$ cat src/rtl/mvm_pingpong_ctrl.sv
// Matrix-vector multiply controller: weight load, then ping-pong X banks
// feeding a row-by-row MAC schedule with a valid/ready result port.
module mvm_pingpong_ctrl #(
  parameter int M = 3,
  parameter int N = 3,
  localparam int AW = (M * N > 1) ? $clog2(M * N) : 1,
  localparam int XW = (N > 1) ? $clog2(N) : 1,
  localparam int RW = (M > 1) ? $clog2(M) : 1
) (
  input  logic          clk,
  input  logic          rst,
  input  logic          input_valid,
  output logic          input_ready,
  output logic          output_valid,
  input  logic          output_ready,
  output logic [AW-1:0] addr_w,
  output logic          wr_en_w,
  output logic [XW-1:0] addr_x_wr,
  output logic          x_wr_bank,
  output logic          wr_en_x,
  output logic [XW-1:0] addr_x_rd,
  output logic          x_rd_bank,
  output logic          clear_acc,
  output logic          en_acc,
  output logic [RW-1:0] row_idx
);

  typedef enum logic {L_W, L_X} lst_t;
  typedef enum logic [1:0] {
    C_IDLE = 2'd0,
    C_MAC  = 2'd1,
    C_SEND = 2'd2
  } cst_t;

  lst_t          l_q;
  cst_t          c_q;
  logic [AW-1:0] wcnt_q;
  logic [XW-1:0] xcnt_q;
  logic          xwb_q;
  logic [RW-1:0] row_q;
  logic [XW-1:0] col_q;
  logic          xrb_q;
  logic [1:0]    full_q;
  logic [1:0]    full_d;
  logic          first_q;

  logic          beat;
  logic          hs;
  logic          x_last;
  logic          v_last;
  logic [AW-1:0] mac_addr;

  assign input_ready = !rst && (l_q == L_W || !full_q[xwb_q]);
  assign beat        = input_valid && input_ready;
  assign wr_en_w     = beat && l_q == L_W;
  assign wr_en_x     = beat && l_q == L_X;
  assign output_valid = !rst && c_q == C_SEND;
  assign hs          = output_valid && output_ready;
  assign en_acc      = !rst && c_q == C_MAC;
  assign clear_acc   = rst || first_q || hs;
  assign x_last      = wr_en_x && xcnt_q == XW'(N - 1);
  assign v_last      = hs && row_q == RW'(M - 1);
  assign mac_addr    = AW'(int'(row_q) * N + int'(col_q));

  // Weights own the address bus until loaded, then compute drives it.
  assign addr_w    = rst ? '0 : (l_q == L_W ? wcnt_q : mac_addr);
  assign addr_x_wr = rst ? '0 : xcnt_q;
  assign x_wr_bank = !rst && xwb_q;
  assign addr_x_rd = rst ? '0 : col_q;
  assign x_rd_bank = !rst && xrb_q;
  assign row_idx   = rst ? '0 : row_q;

  // Set and clear never hit the same bank: a full bank refuses beats.
  always_comb begin
    full_d = full_q;
    if (x_last) full_d[xwb_q] = 1'b1;
    if (v_last) full_d[xrb_q] = 1'b0;
    if (rst) full_d = '0;
  end

  always_ff @(posedge clk) begin
    full_q  <= full_d;
    first_q <= rst;
  end

  always_ff @(posedge clk) begin
    if (rst) begin
      l_q    <= L_W;
      wcnt_q <= '0;
      xcnt_q <= '0;
      xwb_q  <= 1'b0;
    end else if (l_q == L_W) begin
      if (beat) begin
        if (wcnt_q == AW'(M * N - 1)) l_q <= L_X;
        else wcnt_q <= wcnt_q + AW'(1);
      end
    end else if (beat) begin
      if (x_last) begin
        xcnt_q <= '0;
        xwb_q  <= ~xwb_q;
      end else begin
        xcnt_q <= xcnt_q + XW'(1);
      end
    end
  end

  always_ff @(posedge clk) begin
    if (rst) begin
      c_q   <= C_IDLE;
      row_q <= '0;
      col_q <= '0;
      xrb_q <= 1'b0;
    end else begin
      case (c_q)
        C_IDLE: begin
          row_q <= '0;
          col_q <= '0;
          if (l_q == L_X && full_q[xrb_q]) c_q <= C_MAC;
        end
        C_MAC: begin
          if (col_q == XW'(N - 1)) c_q <= C_SEND;
          else col_q <= col_q + XW'(1);
        end
        C_SEND: begin
          if (output_ready) begin
            if (row_q == RW'(M - 1)) begin
              c_q   <= C_IDLE;
              xrb_q <= ~xrb_q;
            end else begin
              row_q <= row_q + RW'(1);
              col_q <= '0;
              c_q   <= C_MAC;
            end
          end
        end
        default: begin
          c_q   <= C_IDLE;
          row_q <= '0;
          col_q <= '0;
          xrb_q <= 1'b0;
        end
      endcase
    end
  end

endmodule

$ cat config.mk
export PLATFORM = sky130hd
export DESIGN_NAME = mvm_pingpong_ctrl
export DESIGN_NICKNAME = d
export VERILOG_FILES = /design/src/rtl/mvm_pingpong_ctrl.sv
export SDC_FILE = /design/constraint.sdc
export NUM_CORES = 1
export LEC_CHECK = 0
export BUFFER_PORTS_ARGS = -buffer_cell sky130_fd_sc_hd__buf_2
export CORE_AREA = 2 2 50 52
export DETAILED_ROUTE_END_ITERATION = 8
export DIE_AREA = 0 0 52 54
export HOLD_SLACK_MARGIN = 0.1
export PLACE_DENSITY = 0.69
export SLEW_MARGIN = 20
export SYNTH_ARGS = -nofsm -noshare
export SYNTH_HDL_FRONTEND = slang
export SYNTH_SLANG_ARGS = --single-unit
$ cat constraint.sdc
create_clock -name clk -period 1.7 [get_ports clk]
set_clock_uncertainty 0.15 [all_clocks]
set_input_delay 0 -clock clk [delete_from_list [all_inputs] [get_ports clk]]
set_output_delay 0 -clock clk [all_outputs]
set_load 0.03 [all_outputs]
* Word-level counts from Yosys, hierarchy flattened
Index checks and enable logic that the tools add are counted.
Word-level totals: output and inout port bits 18, memory bits (writable) 0, bits of input ports 4, ROM bits 0, latch bits 0, memories kept 0, logic and storage cells 103, register bits 18
Cells by class: $mul 1, order comparisons 4, reduce and logical (&&, ||, !) cells 28, equality and inequality tests 12, divide/modulo/power cells 0, muxes and demuxes 34, shifts and indexed selects 0, add/subtract/negate cells 5, bitwise logic cells 9
Operators with widths (number):
- two-way mux 2 bit | 14
- AND reduction 3 bit | 6
- logical AND 1 bit | 14
- two-way mux 1 bit | 12
- equality test 2 bit (second input constant) | 4
- two-way mux 4 bit | 2
- inequality test 2 bit (second input constant) | 4
- one-hot mux 2 bit (2 select lines) | 2
- adder 2 x 1 -> 2 bit (second input constant) | 3
- NOT 1 bit | 6
- one-hot mux 2 bit (3 select lines) | 1
- adder 4 x 1 -> 4 bit (second input constant) | 1
- adder 4 x 2 -> 4 bit | 1
- equality test 4 bit (second input constant) | 1
- less-than comparator 1 x 2 -> 1 bit (second input constant) | 2
- multiplier 2 x 2 -> 4 bit (second input constant) | 1
- inequality test 2 x 1 -> 1 bit (second input constant) | 2
- logical OR 1 bit | 3
- bitwise AND 2 bit | 1
- demux 1 bit (select 1 bit) | 2
- equality test 2 x 1 -> 1 bit (second input constant) | 1
- greater-or-equal comparator 1 bit (second input constant) | 2
- logical NOT 1 bit | 2
- logical NOT 2 bit | 1
- 5 further kinds | 5

* Logic depth before layout (Yosys ltp)
depth after elaboration 11, depth in mapped cells 5

* Worst setup path before layout
Ideal clock, no wire load.
kind register -> register, from register xwb_q, to register xcnt_q[0], path buffers 0, path slack -0.506 ns, cell stages (with the launch flop) 4, data required time 1.429 ns, data arrival time 1.936 ns, cell sequence dfxtp_1 -> mux2_2 -> nor3_1 -> mux2_2
On the way: cells in the longest elaborated chain, start to end 9, elaborated cells on any way between the ends 10
RTL lines:
- start, declared | line 39 | logic xwb_q;
- start signal, assigned | line 100 | xwb_q <= ~xwb_q;
- two-way mux 1 bit (not written as such) (2 in a row) | line 53 | assign input_ready = !rst && (l_q == L_W || !full_q[xwb_q]);
- logical NOT 1 bit | line 53
- logical OR 1 bit | line 53
- logical AND 1 bit | line 53
- logical AND 1 bit | line 54 | assign beat = input_valid && input_ready;
- logical AND 1 bit | line 56 | assign wr_en_x = beat && l_q == L_X;
- named net wr_en_x | line 20 | output logic wr_en_x,
- logical AND 1 bit | line 61 | assign x_last = wr_en_x && xcnt_q == XW'(N - 1);
- two-way mux 2 bit | line 98 | if (x_last) begin
- end signal, assigned | line 102 | xcnt_q <= xcnt_q + XW'(1);
- end, declared | line 38 | logic [XW-1:0] xcnt_q;
The timed path passes the listed nets, and every way through them passes these cells. The select of a mux whose other input is x is not followed. A chain may end at the register's enable or synchronous reset.

* Final worst setup path
from register row_q[1], to output addr_w[2]
On the way: cells in the longest elaborated chain, start to end 4
RTL lines:
- start, declared | line 40 | logic [RW-1:0] row_q;
- start signal, assigned | line 130 | row_q <= row_q + RW'(1);
- multiplier 2 x 2 -> 4 bit | line 63 | assign mac_addr = AW'(int'(row_q) * N + int'(col_q));
- adder 4 x 2 -> 4 bit | line 63
- two-way mux 4 bit (2 in a row) | line 66 | assign addr_w = rst ? '0 : (l_q == L_W ? wcnt_q : mac_addr);
- end, declared | line 16 | output logic [AW-1:0] addr_w,
Every way passes these cells.

==> summary.md <==
| Metric | Value |
|---|---|
| Status | `complete, but fails checks` |
| Failing checks | `setup timing` |
| TritonCTS clock tree | `built` |
| Syn Nets | `140` |
| Largest net degree at the start of global routing | `35` |
| Commonest non-fill, non-tap cells in the layout | `buf_2 (17), dfxtp_1 (15), a21oi_1 (13)` |
| Clk pwr share | `0.348` |
| Synth warn | `0` |
| Ordered list of cells on the worst path | `fa_1, ha_2, fa_1, mux2i_2, nor2_2, buf_6` |
| Hold slack | `0.380 ns` |
| Post-route cell area | `0.00138 mm^2` |
| Clk sinks | `18` |
| #FFs+latches synth | `18` |
| Net switching power | `194 uW` |
| Vias in the first global route | `939` |
| DR pass1 iterations | `4` |
| Routed Antenna Nets | `0` |
| CP max stage delay | `0.53 ns` |
| Max-cap violations | `0` |
| Worst-path maximum fanout | `2` |
| Vias per Instance | `5.33` |
| Register area | `364 um^2` |
| Die Area | `0.00281 mm^2` |
| Num CTS Buffers | `3` |
| Cell variety after synth | `30` |
| Worst-path clk slew | `0.11 ns` |
| Initial DRC Count | `18` |
| Avg Cell Area, Syn | `8.32 um^2` |
| Vert. Die Dim | `54 um` |
| Adder-cell share of the synthesized area | `0.121` |
| Largest family of logic cells by synthesized area | `simple AND/OR/NAND/NOR gates` |
| Compound-Gate Fraction of Synth Area | `0.136` |
| Synthesized instance count | `127` |
| Hold/Removal Path Class | `register to register` |
| Worst slew margin | `0.767` |
| Multi-input logic area | `682 um^2` |
| Rows | `18` |
| Static leakage | `0.000575 uW` |
| Crit. End Element | `primary output` |
| Most common cell after layout, fill and taps aside | `buf_2` |
| Top cell by count, worst path | `fa_1` |
| Asr flop ratio synth | `0` |
| Crit path required time | `1.55 ns` |
| Drt drc | `0` |
| Slack of the critical path | `-0.601 ns` |
| Global route overflow | `0` |
| Synth Area in Simple Gates | `0.275` |
| Synth Flop Type | `dfxtp_1` |
| Number of fill cells in the layout | `214` |
| Minimum clock period | `2.30 ns` |
| Final Max Slew Viols | `0` |
| Worst Tran Pin Value | `0.350 ns` |
| Clock root buffer | `clkbuf_4` |
| Hold depth | `2` |
| Area Overhead vs Synth | `30.3%` |
| RD Place Congestion | `0.792` |
| Final #Nets | `174` |
| Endpoints failing hold | `0` |
| Initial Util | `0.456` |
| Buffers on Ports | `21` |
| Reg2reg path depth | `6` |
| RSZ-0062 raised after global routing | `true` |
| HPWL Detailed | `1640 um` |
| Total number of vias | `1012` |
| Cell-internal power | `589 uW` |
| Combinational Power Share | `0.099` |
| H-tree depth | `1` |
| Critical path's slowest cell | `fa_1` |
| Power density cells | `568 mW/mm^2` |
| Sw Share | `0.248` |
| Post-Synth XOR/XNOR Area | `0` |
| Die X | `52 um` |
| Worst Setup Path Type | `register to primary output` |
| Antenna violations before repair | `0` |
| Max IR drop VDD | `0.527 mV` |
| Core Box Area | `0.00232 mm^2` |
| Synth Cell Area | `0.00106 mm^2` |
| Total wire length | `2290 um` |
| Post-synthesis mux area share | `0.0805` |
| Post-synth EDFFs | `0` |
| Layout cells sized above 1 | `0.325` |
| Final Cycle Share | `1.35` |
| Antenna cells | `0` |
| Routed len/inst | `12.0 um` |
| Post-Route Utilization | `0.594` |
| Startpoint types | `register` |
| Clk buf depth | `2` |
| CP arrival | `2.15 ns` |
| Clk_lat worst skew | `0.30 ns` |
| Sequential share of the synthesized area | `0.341` |
| Seq pwr share | `0.552` |
| Max Freq | `0.435 GHz` |
| Area after DPL | `0.00128 mm^2` |
| First-pass GRT wire length | `4060 um` |
| Final setup vio count | `3` |
| # IOs | `22` |
| GRT Resource Usage Total | `0.191` |
per-layer routing:
metal	up-vias	share of wire	global-route usage
met2	34	0.46	0.342
met1	464	0.48	0.240
met5	-	0	0
met4	0	0.0096	0.0526
met3	2	0.052	0.0250
li1	512	-	-
Yosys cell counts, drive strengths merged (4+ instances only):
| library cell | n | share of area |
|---|---|---|
| a21oi | 13 | 0.062 |
| dfxtp | 18 | 0.34 |
| ha | 7 | 0.083 |
| inv | 9 | 0.032 |
| mux2 | 4 | 0.043 |
| mux2i | 4 | 0.038 |
| nand2 | 5 | 0.018 |
| nand2b | 7 | 0.041 |
| nand3 | 7 | 0.033 |
| nor2 | 15 | 0.053 |
| nor2b | 6 | 0.036 |
| o21ai | 5 | 0.024 |
stage by stage:
stage	setup slack, ns	setup TNS (ns)	power, uW	instances
after floorplan	-0.270	-0.355	486	127
after global placement	-0.240	-0.387	511	183
after detailed placement	-0.262	-0.430	514	183
after CTS	-0.584	-1.34	788	190
after global routing	-0.666	-1.64	815	190
final	-0.601	-1.35	783	190
worst max-delay path: cells and delay by family, from the launching register on:
kind | cells | cell delay (ns)
flops | 1 | 0.34
mux | 1 | 0.18
buf+inv | 1 | 0.14
fa+ha+maj | 3 | 1.11
simple gates | 1 | 0.07
repair_timing:
item / in CTS / in global routing
buffers inserted: 0 / 0
gates resized for setup: 7 / 5
pin swaps: 0 / 1
setup endpoints to repair: 4 / 6
endpoints found under the hold margin: 18 / 0
hold buffers: 3 / 0
flip-flops by register name, summed over array words and instances (netlist names):
register / flops
first_q: 1
l_q: 1
xcnt_q: 2
row_q: 2
c_q: 2
wcnt_q: 4
xwb_q: 1
col_q: 2
xrb_q: 1
full_q: 2
area by class of cell:
class / count / share of cell area
well taps: 30 / 0.0272
inverters: 9 / 0.0245
repair buffers: 33 / 0.163
flip-flops and latches: 18 / 0.264
multi-input cells: 96 / 0.495
clock buffers: 4 / 0.0263
kinds of logic after synthesis:
family / after synthesis
and+or+nand+nor: 54
AOI/OAI and AO/OA: 25
DFF: 18
buffers and inverters: 13
adders and majority gates: 9
muxes: 8
power by group through the flow:
stage                     sequential (uW)  combinational (uW)  clock, uW
after CTS                             432                78.0        278
after floorplan                       442                43.9          0
final                                 432                77.7        273
after global placement                442                69.2          0
after detailed placement              442                71.4          0
after global routing                  434                85.6        296
worst paths after layout:
path / from / end / slack, ns
hold / removal: xwb_q$_SDFFE_PP0P_ / xwb_q$_SDFFE_PP0P_ / 0.38
setup / recovery: row_q[1]$_SDFFE_PP0P_ / addr_w[2] / -0.60
hold reg to reg: xwb_q$_SDFFE_PP0P_ / xwb_q$_SDFFE_PP0P_ / 0.38
setup reg to reg: row_q[0]$_SDFFE_PP0P_ / row_q[1]$_SDFFE_PP0P_ / 0.03
(Power assumes the default switching activity.)
